$ cat src/rtl/sram_seq_pkg.sv
// Shared types and constants for the tile SRAM sequencer: FSM state encoding,
// default SRAM address widths and the input SRAM read latency.
package sram_seq_pkg;

  localparam int I_AW_DEF    = 7;
  localparam int O_AW_DEF    = 4;
  localparam int SRAM_RD_LAT = 1;

  typedef enum logic [2:0] {
    IDLE,
    LOAD_W,
    LOAD_X,
    DRAIN,
    WRITE,
    DONE
  } seq_state_t;

endpackage

$ cat src/rtl/sram_seq_ctrl_rd_stream.sv
// Consecutive-address read issuer for the input SRAM. Arm with go/base/len;
// re-arming on the last read of a burst continues without a bubble.
module sram_rd_stream
  import sram_seq_pkg::*;
#(
  parameter int AW = I_AW_DEF,
  parameter int LW = I_AW_DEF + 1
) (
  input  logic          clk,
  input  logic          reset,
  input  logic          i_go,
  input  logic [AW-1:0] i_base,
  input  logic [LW-1:0] i_len,
  input  logic          i_flush,
  output logic          o_cen,
  output logic [AW-1:0] o_addr,
  output logic          o_last,
  output logic          o_vld
);

  logic          r_active;
  logic [AW-1:0] r_addr;
  logic [LW-1:0] r_rem;
  logic          r_vld_p1;
  logic          w_issue;

  assign w_issue = r_active & ~i_flush;

  always_ff @(posedge clk or negedge reset) begin
    if (!reset) begin
      r_active <= 1'b0;
      r_addr   <= '0;
      r_rem    <= '0;
      r_vld_p1 <= 1'b0;
    end else begin
      // stage p1: SRAM Q valid one cycle after an issued read
      r_vld_p1 <= w_issue;
      if (i_flush) begin
        r_active <= 1'b0;
        r_addr   <= '0;
        r_rem    <= '0;
      end else if (i_go) begin
        r_active <= 1'b1;
        r_addr   <= i_base;
        r_rem    <= i_len - 1'b1;
      end else if (r_active) begin
        if (r_rem == '0) begin
          r_active <= 1'b0;
          r_addr   <= '0;
        end else begin
          r_addr <= r_addr + 1'b1;
          r_rem  <= r_rem - 1'b1;
        end
      end
    end
  end

  assign o_cen  = ~w_issue;
  assign o_addr = r_addr;
  assign o_last = w_issue && (r_rem == '0);
  assign o_vld  = r_vld_p1;

endmodule

$ cat src/rtl/sram_seq_ctrl.sv
// Tile sequencer: weights then activations from the input SRAM into L0, drain,
// then OFIFO rows into the output SRAM. Define SEQ_ABORT_EN to add the abort input.
module sram_seq_ctrl
  import sram_seq_pkg::*;
#(
  parameter int I_AW      = I_AW_DEF,
  parameter int O_AW      = O_AW_DEF,
  parameter int W_BASE    = 0,
  parameter int W_LEN     = 8,
  parameter int X_LEN     = 36,
  parameter int DRAIN_CYC = 12,
  parameter int O_LEN     = 16
) (
  input  logic            clk,
  input  logic            reset,
  input  logic            start,
`ifdef SEQ_ABORT_EN
  input  logic            abort,
`endif
  output logic            busy,
  output logic            done,
  output logic [I_AW-1:0] I_A,
  output logic            I_CEN,
  output logic            I_WEN,
  output logic            l0_wr,
  output logic            load_w,
  output logic            execute,
  input  logic            ofifo_valid,
  output logic            ofifo_rd,
  output logic [O_AW-1:0] O_A,
  output logic            O_CEN,
  output logic            O_WEN
);

  localparam int LW      = I_AW + 1;
  localparam int OC_W    = O_AW + 1;
  localparam int DC_W    = $clog2(DRAIN_CYC + 1) + 1;
  localparam int DC_LAST = (DRAIN_CYC > 0) ? DRAIN_CYC - 1 : 0;

  if (W_BASE + W_LEN + X_LEN > (1 << I_AW) || W_LEN < 1 || X_LEN < 1 ||
      O_LEN < 1 || O_LEN > (1 << O_AW) || DRAIN_CYC < 0 || SRAM_RD_LAT != 1) begin : g_bad_cfg
    $error("sram_seq_ctrl: illegal parameter combination");
  end

  seq_state_t      r_state, w_next;
  logic            r_busy, r_done;
  logic            r_load_w_p1, r_execute_p1, r_wr_pend_p1;
  logic [OC_W-1:0] r_issued, r_widx;
  logic [DC_W-1:0] r_dcnt;
  logic            w_go, w_flush, w_wr, w_ofifo_rd;
  logic [I_AW-1:0] w_base, w_rd_addr;
  logic [LW-1:0]   w_len;
  logic            w_rd_cen, w_rd_last, w_rd_vld, w_rd_issue;

`ifdef SEQ_ABORT_EN
  assign w_flush = abort && (r_state != IDLE);
`else
  assign w_flush = 1'b0;
`endif

  sram_rd_stream #(.AW(I_AW), .LW(LW)) u_rd_stream (
    .clk     (clk),
    .reset   (reset),
    .i_go    (w_go),
    .i_base  (w_base),
    .i_len   (w_len),
    .i_flush (w_flush),
    .o_cen   (w_rd_cen),
    .o_addr  (w_rd_addr),
    .o_last  (w_rd_last),
    .o_vld   (w_rd_vld)
  );

  assign w_rd_issue = ~w_rd_cen;
  assign w_wr       = r_wr_pend_p1 & ~w_flush;
  assign w_ofifo_rd = (r_state == WRITE) && ofifo_valid &&
                      (r_issued < OC_W'(O_LEN)) && !w_flush;

  always_comb begin
    w_next = r_state;
    w_go   = 1'b0;
    w_base = I_AW'(W_BASE);
    w_len  = LW'(W_LEN);
    case (r_state)
      IDLE:   if (start) begin
                w_next = LOAD_W;
                w_go   = 1'b1;
              end
      // re-arm on the last weight read so activations follow with no gap
      LOAD_W: if (w_rd_last) begin
                w_next = LOAD_X;
                w_go   = 1'b1;
                w_base = I_AW'(W_BASE + W_LEN);
                w_len  = LW'(X_LEN);
              end
      LOAD_X: if (w_rd_last) w_next = DRAIN;
      DRAIN:  if (r_dcnt == DC_W'(DC_LAST)) w_next = WRITE;
      WRITE:  if (w_wr && (r_widx == OC_W'(O_LEN - 1))) w_next = DONE;
      DONE:   w_next = IDLE;
      default: w_next = IDLE;
    endcase
    if (w_flush) begin
      w_next = IDLE;
      w_go   = 1'b0;
    end
  end

  always_ff @(posedge clk or negedge reset) begin
    if (!reset) begin
      r_state      <= IDLE;
      r_busy       <= 1'b0;
      r_done       <= 1'b0;
      r_load_w_p1  <= 1'b0;
      r_execute_p1 <= 1'b0;
      r_wr_pend_p1 <= 1'b0;
      r_issued     <= '0;
      r_widx       <= '0;
      r_dcnt       <= '0;
    end else begin
      r_state      <= w_next;
      r_busy       <= (w_next != IDLE);
      r_done       <= (w_next == DONE);
      // stage p1: qualifiers and output write trail their issue by one cycle
      r_load_w_p1  <= w_rd_issue && (r_state == LOAD_W);
      r_execute_p1 <= w_rd_issue && (r_state == LOAD_X);
      r_wr_pend_p1 <= w_ofifo_rd;
      r_dcnt       <= (r_state == DRAIN) ? r_dcnt + 1'b1 : '0;
      if (r_state != WRITE) r_issued <= '0;
      else if (w_ofifo_rd)  r_issued <= r_issued + 1'b1;
      if (r_state != WRITE) r_widx <= '0;
      else if (w_wr)        r_widx <= r_widx + 1'b1;
    end
  end

  assign busy     = r_busy;
  assign done     = r_done;
  assign I_A      = w_rd_addr;
  assign I_CEN    = w_rd_cen;
  assign I_WEN    = 1'b1;
  assign l0_wr    = w_rd_vld;
  assign load_w   = r_load_w_p1;
  assign execute  = r_execute_p1;
  assign ofifo_rd = w_ofifo_rd;
  assign O_A      = w_wr ? r_widx[O_AW-1:0] : '0;
  assign O_CEN    = ~w_wr;
  assign O_WEN    = ~w_wr;

endmodule

$ cat config.mk
export PLATFORM = sky130hd
export DESIGN_NAME = sram_seq_ctrl
export DESIGN_NICKNAME = d
export VERILOG_FILES = /design/src/rtl/sram_seq_pkg.sv /design/src/rtl/sram_seq_ctrl_rd_stream.sv /design/src/rtl/sram_seq_ctrl.sv
export SDC_FILE = /design/constraint.sdc
export NUM_CORES = 1
export LEC_CHECK = 0
export BUFFER_PORTS_ARGS = -buffer_cell sky130_fd_sc_hd__buf_4
export CORE_ASPECT_RATIO = 2
export CORE_UTILIZATION = 45
export DETAILED_ROUTE_END_ITERATION = 16
export HOLD_SLACK_MARGIN = 0.06
export PLACE_DENSITY_LB_ADDON = 0.12
export SYNTH_ARGS = -nofsm -noshare
export SYNTH_HDL_FRONTEND = slang
export SYNTH_SLANG_ARGS = --single-unit
$ cat constraint.sdc
create_clock -name clk -period 1.56 [get_ports clk]
set_input_delay 0.312 -clock clk [delete_from_list [all_inputs] [get_ports clk]]
set_output_delay 0.312 -clock clk [all_outputs]
set_load 0.05 [all_outputs]
# Yosys cells after proc, flatten, opt, wreduce, memory -nomap -nowiden
# Index checks and enable logic that the tools add are counted.
# totals
wordCells	72
out_inout_bits	21
ff_bits	40
# classes
n_eq_ne	9
reduce_logical	13
n_lt_le_gt_ge	1
n_mux	28
n_bitwise	2
n_addsub	6
# ops
cell	n
two-way mux 8 bit	4
two-way mux 7 bit	4
two-way mux 5 bit	5
subtractor 8 x 1 -> 8 bit (second input constant)	2
adder 5 x 1 -> 5 bit (second input constant)	3
two-way mux 3 bit	5
case mux 3 bit (5 select lines)	1
equality test 5 x 4 -> 1 bit (second input constant)	2
logical NOT 8 bit	1
two-way mux 4 bit	2
adder 7 x 1 -> 7 bit (second input constant)	1
equality test 3 x 2 -> 1 bit (second input constant)	2
equality test 3 bit (second input constant)	2
logical AND 1 bit	6
two-way mux 6 bit	1
nonzero test 2 bit	3
less-than comparator 5 bit (second input constant)	1
two-way mux 1 bit	5
equality test 3 x 1 -> 1 bit (second input constant)	1
logical NOT 3 bit	1
inequality test 3 bit (second input constant)	1
nonzero test 3 bit	1
inequality test 2 x 1 -> 1 bit (second input constant)	1
NOT 1 bit	2
other kinds (2)	2

# Depth between registers and ports, before layout
# Gate-level depths: netlist (run 1).
# logic_depth
ltp_word	6
depth_mapped	8
ltp_nobuf	8

# Modules after synthesis
# Synthesis (run 1) repeated with hierarchy kept, for this count alone.
# unflattened
hier_cells	228
area_unflattened_um2	2298.5
# modules_own_cells
mod	instances	area_each_um2	seq_area_each_um2	cells_per_inst
sram_rd_stream	1	1167.4	425.4	119
sram_seq_ctrl	1	1131.1	575.6	109

# Worst setup path before layout (run 1)
# OpenSTA, ideal clock, no wires.
# synth_timing
path_kind	register to register
startpoint	register r_state[1]
endpoint	register u_rd_stream.r_rem[2]
n_path_buf	0
required_time_ps	1428
path_slack_ps	-152
path_stages_with_launch	9
synth_period_minus_slack_ps	1712
setup_ps	132
t_arrival_ps	1580
path_cell_list	dfrtp_1 -> nor2_1 -> nand3b_1 -> nand2_1 -> ha_1 -> nand2_1 -> and3_1 -> a21oi_1 -> o211ai_1
# synth_between
elab_chain_len	4
word_cells_on_any_way	9
# synth_lines
item	line	source
start, declared	sram_seq_ctrl.sv:45	seq_state_t r_state, w_next;
start signal, assigned	sram_seq_ctrl.sv:120	r_state <= w_next;
equality test 3 x 1 -> 1 bit or logical NOT 3 bit (tied branches)	sram_seq_ctrl.sv:84	case (r_state)
two-way mux 8 bit or case mux 1 bit (2 select lines) (tied branches)	sram_seq_ctrl.sv:84	
subtractor 8 x 1 -> 8 bit, or another cell as far along	sram_seq_ctrl_rd_stream.sv:45	r_rem <= i_len - 1'b1;
two-way mux 8 bit or AND reduction 2 bit (tied branches)	n/a	
end signal, assigned	sram_seq_ctrl_rd_stream.sv:45	
end signal, assigned	sram_seq_ctrl_rd_stream.sv:52	r_rem <= r_rem - 1'b1;
end, declared	sram_seq_ctrl_rd_stream.sv:23	logic [LW-1:0] r_rem;
# Parallel ways exist; a longest one is shown, timed or not.
# A chain may end at the register's enable or synchronous reset.

# Final worst setup path (run 1)
# layout_timing
startpoint	register r_state[1]
endpoint	output ofifo_rd
# layout_between
elab_chain_len	3
# layout_lines
item	line	source
equality test 3 bit	sram_seq_ctrl.sv:76	assign w_ofifo_rd = (r_state == WRITE) && ofifo_valid &&
logical AND 1 bit (2 in a row)	sram_seq_ctrl.sv:76	
end, declared	sram_seq_ctrl.sv:29	output logic ofifo_rd,
# No other way between the ends.

==> impl_results.md, run 1 <==
- Area share of the largest cell type after synthesis: 51.5%
- H-tree levels: 2
- Switching share of power: 41.7%
- Vias in the first global route: 1,732
- Critical path capture point type: output pin
- Synth unique cells: 38
- DIE HEIGHT: 95.0 um
- Fillers: 325
- Post-synth EDFFs: 0
- Final Util: 65.1%
- Peak VDD IR: 1.12 mV
- Setup crit start kind: register
- Number of max-slew violations in the final report: 0
- Worst path max stage delay: 0.44 ns
- Synth area leader: dfrtp_1
- Worst r2r dst: u_rd_stream.r_rem[5]
- Final Hold Vio Count: 0
- #FFs+latches synth: 40
- Die area: 4600 um2
- Delay-heaviest family, CP: flip-flops
- WP data required: 1.25 ns
- Failing checks: negative setup slack
- Asr flop ratio synth: 100%
- Fmax: 618 MHz
- Final wirelength: 4790 um
- Grt ovf: 0
- Starting Density: 47.1%
- NumNets Final: 256
- PnR worst setup slack: -0.0580 ns
- Vias per inst: 5.46
- NetSw: 2040 uW
- DR vias: 1,634
- Synth Area in Compound Gates: 11.5%
- Post-Synth Simple-Gate Area: 21.9%
- R2R depth: 6
- Period minus WS final: 1.62 ns
- Number of remaining DRC errors: 0
- Mapped cell area: 1940 um2
- Worst slew pin tran: 0.505 ns
- Clk_skew: 0.00674 ns
- Initial antenna violation count: 0
- Most common cell in the netlist: dfrtp_1
- 1st-iter DRT viols: 24
- Comb power frac: 51.8%
- Largest family of logic cells by synthesized area: simple AND/OR/NAND/NOR gates
- Max_slew headroom: 66.4%
- Mux contribution to synthesized area: 2.64%
- Hold Path Class: in2reg
- Synth top area cells: dfrtp_1 (51%), nor2_1 (4.8%), ha_1 (3.9%)
- Status: finished, violations left
- Sequential share of the synthesized area: 51.5%
- MaxCap Viol Count: 0
- Reg2reg start: u_rd_stream.r_rem[1]
- Power Density: 1820 nW/um2
- FP Rows: 33
- Unrepaired setup endpoints after global routing: yes
- Internal reg-to-reg setup slack: -0.02 ns
- Pin count of the biggest net entering global routing: 41
- Synth Flop Type: dfrtp_1
- Critical path depth in cells: 4
- Commonest cells post-synth: dfrtp_1 (40), nor2_1 (25), nand2_1 (19), and3_1 (8), nand3_1 (8)
- Maximum root-to-sink buffer count: 2
- Hold slack: 0.344 ns
- Root buffer cell: clkbuf_8
- XOR/XNOR Fraction of Synth Area: 4.95%
- Dpl hpwl: 3220 um
- Internal power: 2840 uW
- CP Capture Point: ofifo_rd
- Syn Area/Cell: 10.4 um2
- Clock transition at path regs: 0.08 ns
- Slowest-stage cell, CP: dfrtp_2
- Drt first pass iters: 4
- Adder-cell share of the synthesized area: 3.86%
- # clock sinks: 40
- First-pass GRT wire length: 7880 um
- Flop pwr share: 30.7%
- Leakage: 0.00121 uW
- Clk_lat worst skew: 0.29 ns
- Clock power frac: 17.5%
- Drt wl/cell: 16.0 um
- Layout cells sized above 1: 40.5%
- WS Path Type: reg2out
- Ports: 25
- Antenna Nets Post-Route: 0
- Yosys warnings: 0
- Area delta synth->final: 38.2%
- # diodes: 0
- TritonCTS clock tree: done
- Gpl congestion: 0.814
- Crit-path max FO: 3
- Num CTS Buffers: 5
- CP Buf/Inv Count: 2
- Worst endpoint data arrival time: 1.31 ns
- Period utilisation layout: 104%
- Syn Nets: 197
- Post-Synthesis Cells: 187
- Core Region: 4130 um2
- Worst Setup SP: r_state[1]
- Final Setup Violations: 5
- Die X: 48.5 um
- GRT Resource Usage Total: 22.5%
- CP cell instances: nor2_4 -> buf_4 -> and3_4 -> buf_8
- Buffers on Ports: 23
==> worst reg2reg max path, cell delays in order, from the launching register on <==
cell and delay, ns:
dfrtp_1 0.41, nor4_4 0.29, buf_6 0.18, a31oi_4 0.14
o211ai_2 0.22, xnor2_1 0.09, and2_1 0.16
==> power groups by stage <==
stage,registers [uW],clock network [uW],logic [uW]
final,1500,854,2530
after global routing,1520,906,2710
after CTS,1480,867,2340
after detailed placement,1520,0,2140
after global placement,1510,0,2060
after floorplan,1860,0,1030
==> how the worst min path moves through the flow <==
| stage | start | to | slack, ns | cells past startpoint |
|---|---|---|---|---|
| final | ofifo_valid | r_issued[4] | 0.34 | 3 |
| after global routing | start | busy | 0.38 | 3 |
| after CTS | start | busy | 0.31 | 3 |
| after detailed placement | reset | r_issued[3] | 0.32 | 1 |
| after global placement | reset | r_issued[3] | 0.31 | 1 |
| after floorplan | reset | busy | 0.02 | 0 |
==> sequential cells by signal, indices dropped and copies added, names as in the netlist <==
register,count
u_rd_stream.r_rem,8
u_rd_stream.o_addr,7
r_dcnt,5
r_issued,5
r_widx,5
r_state,3
busy,1
done,1
execute,1
load_w,1
r_wr_pend_p1,1
u_rd_stream.o_vld,1
u_rd_stream.r_active,1
==> logic make-up after synthesis <==
group	after synthesis
other	1
buffers and inverters	13
XOR/XNOR	11
adder cells (fa/ha/maj)	6
AO/OA/AOI/OAI	30
multiplexers	5
AND/OR/NAND/NOR	81
flip-flops	40
==> cells in the final DEF, fill, tap and decap left out, drive strengths merged, types with 2 or more instances in the layout <==
master	synthesis	routed
a211oi	2	2
a21oi	7	7
a311oi	2	2
a31oi	2	3
a41oi	3	3
and2	5	5
and3	8	8
buf	4	58
clkbuf	4	5
dfrtp	40	40
ha	6	6
inv	5	5
mux2i	4	4
nand2	19	19
nand3	8	8
nand3b	4	4
nand4	2	2
nor2	25	25
nor2b	3	3
nor3	2	2
nor4	3	3
o211ai	3	3
o21ai	6	6
xnor2	5	5
xor2	6	6
==> what timing repair did <==
action                                  4_1_cts  5_1_grt
buffers inserted                              9        2
gates resized for setup                      15       12
pin swaps                                    12        9
hold endpoints to repair                     40        0
cloned                                        1        0
hold buffers                                  1        0
endpoints found under the setup margin       11       15
==> stage by stage <==
step                      setup WS, ns  setup TNS [ns]  total power (uW)  instances  cell area [um2]
after floorplan                -0.0126         -0.0176              2880        187             1970
after global placement         -0.0141         -0.0141              3570        278             2340
after detailed placement       -0.0799          -0.341              3660        278             2340
after CTS                      -0.0498          -0.144              4690        297             2590
after global routing            -0.109          -0.853              5140        299             2690
final                          -0.0580          -0.125              4880        299             2690
==> final cells by class <==
type                       count  area (um2)  share of cell area, %
inverter                       5        18.8                  0.699
clock buffer                   5        68.8                   2.56
timing repair buffer          59         473                   17.6
tap                           52        65.1                   2.42
sequential                    40        1010                   37.5
multi-input combinational    135        1010                   37.6
clock inverter                 3        42.5                   1.58
==> per-layer routing <==
| layer | vias up | global-route usage, % | wire (um) |
|---|---|---|---|
| met5 | - | 0 | 0 |
| met3 | 13 | 3.54 | 161 |
| met2 | 40 | 43.2 | 2820 |
| met1 | 807 | 22.5 | 1690 |
| li1 | 774 | - | - |
| met4 | 0 | 12.5 | 122 |
Power figures use the tool's default switching activity.
==> inputs of run 2 (changes only) <==
- clock period: 1.56 -> 1.3 ns (I/O delays scaled with it)
==> run 2 against run 1 <==
The flow still finishes with violations (negative setup slack). Global-route usage rose by 2.8 points. Final cell count rose by 9.0%. Critical path type is now reg2reg. Largest cell class unchanged. Critical endpoint is now u_rd_stream.r_rem[6]. Hold slack got worse by 0.068 ns. Wire length rose by 18%. Core utilization rose by 8.3 points.
==> impl_results.md, run 2 (synthesis results as in run 1) <==
- Status: finished, violations left
- Failing checks: negative setup slack
- Hold slack: 0.276 ns (-0.0680 ns)
- Worst path max stage delay: 0.40 ns (-0.04 ns)
- Die X: 48.5 um (unchanged)
- NumNets Final: 283 (+11%)
- FP Rows: 33 (unchanged)
- Period minus WS final: 1.63 ns
- DIE HEIGHT: 95.0 um (unchanged)
- Core Region: 4130 um2 (unchanged)
- Power Density: 2100 nW/um2 (+15%)
- Internal reg-to-reg setup slack: -0.33 ns (-0.31 ns)
- Maximum root-to-sink buffer count: 2 (unchanged)
- Register name with the most flops: u_rd_stream.r_rem
- Delay-heaviest family, CP: simple AND/OR/NAND/NOR gates
- Unrepaired setup endpoints after global routing: yes
- Clk_skew: 0.00780 ns (+0.00106 ns)
- # diodes: 0 (unchanged)
- Peak VDD IR: 1.56 mV (+39%)
- Clk_lat worst skew: 0.30 ns (about the same)
- Starting Density: 47.1% (unchanged)
- Critical path capture point type: register
- Vias in the first global route: 1,888 (+9.0%)
- Final Hold Vio Count: 0 (unchanged)
- MaxCap Viol Count: 0 (unchanged)
- Fmax: 612 MHz
- Die area: 4600 um2 (unchanged)
- Cell count after placement: 295 (+6.1%)
- Pin count of the biggest net entering global routing: 41 (unchanged)
- Grt ovf: 0 (unchanged)
- Worst endpoint data arrival time: 1.86 ns (+0.55 ns)
- Ports: 25 (unchanged)
- Leakage: 0.00141 uW (+17%)
- Area delta synth->final: 55.7%
- CP cell instances: nor2_2 -> nand3b_1 -> nand2_2 -> ha_4 -> nand4_1 -> nor2_1 -> o211ai_1 -> a21oi_1
- Commonest non-fill, non-tap cell in the layout: buf_4
- TritonCTS clock tree: done
- Root buffer cell: clkbuf_8
- GRT Resource Usage Total: 25.3% (+2.8 points)
- Layout cells sized above 1: 51.5% (+11 points)
- Hold Path Class: in2reg
- Final Util: 73.3% (+8.3 points)
- Final wirelength: 5670 um (+18%)
- WP data required: 1.53 ns (+0.28 ns)
- Drt wl/cell: 17.4 um (+8.5%)
- Drt first pass iters: 4 (unchanged)
- # clock sinks: 40 (unchanged)
- Period utilisation layout: 126%
- Final Setup Violations: 26 (+21)
- Antenna Nets Post-Route: 0 (unchanged)
- First-pass GRT wire length: 8630 um (+9.5%)
- Gpl congestion: 0.834 (+2.5%)
- Crit-path max FO: 4 (+1)
- Clock transition at path regs: 0.08 ns (about the same)
- Max reg flops: 8 (unchanged)
- Vias per inst: 5.54 (+1.3%)
- DR vias: 1,805 (+10%)
- Num CTS Buffers: 5 (unchanged)
- Worst slew pin tran: 0.512 ns (+0.00749 ns)
- Setup TNS: -4.88 ns (-4.76 ns)
- 1st-iter DRT viols: 32 (+33%)
- Buffers on Ports: 23 (unchanged)
- PnR worst setup slack: -0.334 ns (-0.277 ns)
- Slowest-stage cell, CP: dfrtp_1
- WS Path Type: reg2reg
- Max_slew headroom: 65.9% (-0.50 points)
- Final std cells w/o fill: 326 (+9.0%)
- CP Buf/Inv Count: 0 (-2)
- Number of max-slew violations in the final report: 0 (unchanged)
- Number of remaining DRC errors: 0 (unchanged)
- Dpl hpwl: 3520 um (+9.3%)
- Setup crit start kind: register
- Initial antenna violation count: 0 (unchanged)
- Commonest non-fill, non-tap cells in the layout: buf_4 (57), dfrtp_1 (34), nor2_1 (24)
- Fillers: 281 (-14%)
- H-tree levels: 2 (unchanged)
==> run 2: changes by cell type in the layout (fill, tap and decap cells not counted), moves of 4 or more <==
cell     previous run  this run
and2_1              5         1
and2_4              0         4
buf_6               2        21
buf_8               1         6
o21ai_0             6         2
==> run 2: power breakdown <==
group	switching [uW]	leakage, uW	internal, uW
sequential	224	0.000512	1550
combinational	2010	0.000852	1700
clock	436	0.0000510	423
==> run 2: layout make-up <==
class	instances	area [um2]	area share, %
sequential	40	1010	33.3
inverter	5	22.5	0.744
tap	52	65.1	2.15
timing repair buffer	86	769	25.4
clock inverter	2	10.0	0.331
clock buffer	6	82.6	2.73
multi-input combinational	135	1070	35.3
==> run 2: tightest hold or removal path: cells and delay by family <==
kind	cells	cell delay (ns)
buffers and inverters	1	0.09
muxes	1	0.13
and+or+nand+nor	1	0.04
==> run 2: path summary, 6_finish.rpt <==
check                      cells past startpoint        start                    to
setup / recovery                               8   r_state[0]  u_rd_stream.r_rem[6]
hold / removal                                 3        start                  busy
setup reg to reg                               8   r_state[0]  u_rd_stream.r_rem[6]
hold reg to reg                                2  r_issued[4]           r_issued[4]
max in group asynchronous                      2        reset  u_rd_stream.r_rem[0]
min in group asynchronous                      2        reset           r_issued[2]
==> run 2: what timing repair did <==
action / CTS / global route
cloned: 1 / 1
hold buffers: 1 / 0
pin swaps: 18 / 13
setup buffers: 16 / 6
endpoints found under the setup margin: 28 / 33
endpoints found under the hold margin: 40 / 0
resized for setup: 48 / 23
==> run 2: stage by stage <==
| step | total power, uW | cell area, um2 | worst slack (ns) |
|---|---|---|---|
| finish | 6350 | 3030 | -0.334 |
| global route | 6670 | 3030 | -0.410 |
| CTS | 6010 | 2900 | -0.255 |
| detailed placement | 4710 | 2500 | -0.310 |
| global placement | 4580 | 2500 | -0.270 |
| floorplan | 3500 | 2010 | -0.272 |
==> run 2: metal layers <==
layer  wire (um)  global-route usage (%)
met5           0                       0
met4         254                    15.9
met3         193                    4.19
met2        3350                    49.3
met1        1880                    23.9
==> inputs of run 3 (changes only) <==
- CTS_CLUSTER_SIZE: default -> 20
- PLACE_DENSITY: default -> 0.78
- PLACE_DENSITY_LB_ADDON: 0.12 -> default
==> run 3 against run 2 <==
The flow still finishes with violations (negative setup slack). Sequential power is 5% higher. First-iteration DRC count grew 47%. Power grew 9.6%. Fmax down 1.8%. Die area unchanged. Largest cell class unchanged. Largest power group unchanged. Highest routed layer unchanged.
==> impl_results.md, run 3 (synthesis results as in run 1) <==
- Status: finished, violations left
- Failing checks: negative setup slack
- Starting Density: 47.1% (unchanged)
- Vias per inst: 5.58 (+0.82%)
- NumNets Final: 293 (+3.5%)
- Comb power frac: 61.8% (+3.2 points)
- Max reg flops: 8 (unchanged)
- Worst endpoint data arrival time: 1.89 ns (+0.03 ns)
- Leakage: 0.00148 uW (+4.6%)
- Commonest non-fill, non-tap cells in the layout: buf_4 (61), dfrtp_1 (32), nor2_1 (23), buf_6 (23), nand2_1 (13)
- Flip-flop and latch area: 1010 um2 (+0.25%)
- Flop pwr share: 26.7% (-1.2 points)
- Internal power: 4040 uW (+10%)
- Die area: 4600 um2 (unchanged)
- Fillers: 254 (-9.6%)
- Final Setup Violations: 27 (+3.8%)
- Switching share of power: 41.9% (-0.24 points)
- Power Density: 2160 nW/um2 (+3.0%)
- Clk_lat worst skew: 0.30 ns (about the same)
- Area delta synth->final: 65.7%
- Dpl hpwl: 3220 um (-8.5%)
- Clock power frac: 11.5% (-2.0 points)
- Gpl congestion: 0.926 (+11%)
- Die X: 48.5 um (unchanged)
- DIE HEIGHT: 95.0 um (unchanged)
- Reg2reg start: r_state[1]
- NetSw: 2910 uW (+8.9%)
- Internal reg-to-reg setup slack: -0.37 ns (-0.03 ns)
- Number of max-slew violations in the final report: 0 (unchanged)
- Drt wl/cell: 17.9 um (+2.9%)
- Commonest non-fill, non-tap cell in the layout: buf_4
- Num CTS Buffers: 5 (unchanged)
- PnR worst setup slack: -0.365 ns (-0.0305 ns)
- First-pass GRT wire length: 8690 um (+0.73%)
- Final Hold Vio Count: 0 (unchanged)
- Vias in the first global route: 1,853 (-1.9%)
- R2R depth: 8 (unchanged)
- Drt first pass iters: 4 (unchanged)
- Period utilisation layout: 128% (+2.3 points)
- Clk_skew: 0.00447 ns (-0.00333 ns)
- Crit-path max FO: 4 (unchanged)
- Grt ovf: 0 (unchanged)
- TritonCTS clock tree: done
- Worst r2r dst: u_rd_stream.r_rem[6]
- Register name with the most flops: u_rd_stream.r_rem
- # clock sinks: 40 (unchanged)
- Layout cells sized above 1: 53.4% (+1.9 points)
- DR vias: 1,870 (+3.6%)
- Fmax: 601 MHz (-1.8%)
- Tot Pwr: 6960 uW (+9.6%)
- Setup crit start kind: register
- Multi-input gate area: 1120 um2 (+4.6%)
- Peak VDD IR: 1.58 mV (+1.5%)
- Unrepaired setup endpoints after global routing: yes
- Hold slack: 0.270 ns (-0.00583 ns)
- GRT Resource Usage Total: 25.9% (+0.64 points)
- Antenna Nets Post-Route: 0 (unchanged)
- Period minus WS final: 1.67 ns (+0.0305 ns)
- Cell depth of the worst hold path: 3 (unchanged)
- WP data required: 1.53 ns (about the same)
- Root buffer cell: clkbuf_8
- CP Capture Point: u_rd_stream.r_rem[6]
- Pin count of the biggest net entering global routing: 41 (unchanged)
- Maximum root-to-sink buffer count: 2 (unchanged)
- Worst Setup SP: r_state[1]
- Hold Path Class: in2reg
- MaxCap Viol Count: 0 (unchanged)
- Max_slew headroom: 66.4% (+0.52 points)
- Final wirelength: 6000 um (+5.7%)
- Initial antenna violation count: 0 (unchanged)
- Worst slew pin tran: 0.504 ns (-0.00787 ns)
- Buffers on Ports: 23 (unchanged)
- Critical path capture point type: register
- Number of remaining DRC errors: 0 (unchanged)
- Ports: 25 (unchanged)
- FP Rows: 33 (unchanged)
- WS Path Type: reg2reg
- Core Region: 4130 um2 (unchanged)
- H-tree levels: 2 (unchanged)
- Clock transition at path regs: 0.08 ns (about the same)
- # diodes: 0 (unchanged)
- 1st-iter DRT viols: 47 (+47%)
==> run 3: cell count changes in the layout (fill, tap and decap cells not counted), sizes merged <==
cell | previous run | this run
clkinv | 2 | 1
buf | 85 | 95
==> run 3: layout make-up <==
class,instances,share of cell area (%)
inverters,5,0.777
clock buffers,6,2.25
well taps,52,2.02
clock inverters,1,0.155
flip-flops and latches,40,31.4
repair buffers,96,28.7
multi-input cells,135,34.7
==> run 3: per-layer routing <==
layer / global-route usage [%] / routed length, um / up-vias
met2: 52.7 / 3490 / 66
met4: 15.4 / 229 / 0
met1: 23.2 / 2080 / 932
met3: 3.86 / 196 / 23
met5: 0 / 0 / -
li1: - / - / 849
==> run 3: metrics by stage <==
| step | instances | cell area [um2] | utilization [%] | worst slack [ns] | setup TNS (ns) |
|---|---|---|---|---|---|
| 2_1_floorplan | 187 | 2010 | - | -0.272 | -3.66 |
| 3_3_place_gp | 297 | 2530 | 61.3 | -0.234 | -3.08 |
| 3_5_place_dp | 297 | 2530 | 61.3 | -0.311 | -4.26 |
| 4_1_cts | 324 | 3020 | 73.0 | -0.289 | -3.83 |
| 5_1_grt | 335 | 3220 | 78.0 | -0.470 | -7.26 |
| 6_report | 335 | 3220 | 78.0 | -0.365 | -6.07 |
==> run 3: how the worst min path moves through the flow <==
stage / startpoint / endpoint / slack, ns
6_report: start / busy / 0.27
5_1_grt: start / busy / 0.29
4_1_cts: start / busy / 0.26
3_5_place_dp: reset / load_w / 0.27
3_3_place_gp: reset / execute / 0.26
2_1_floorplan: reset / busy / -0.04
==> run 3: power by group through the flow <==
stage	logic, uW	registers [uW]	clock network, uW
final	4300	1860	798
after global placement	2790	1800	0
after global routing	4540	1870	855
after CTS	3690	1800	806
after floorplan	1260	2240	0
after detailed placement	2850	1820	0
==> run 3: critical path, cell delays in order (launching register included) <==
cell      delay, ns
dfrtp_2        0.45
nor2_4         0.14
nand3b_1       0.18
nand2_2        0.15
ha_4           0.15
nand4_1        0.15
nor2_1         0.12
o211ai_1       0.10
a21oi_1        0.14
==> run 3: repair_timing <==
action                                  4_1_cts  5_1_grt
pin swaps                                    24       14
hold endpoints to repair                     40        0
gates resized for setup                      56       27
endpoints found under the setup margin       27       35
gates cloned                                  2        0
setup buffers                                18       13
hold buffers                                  1        0
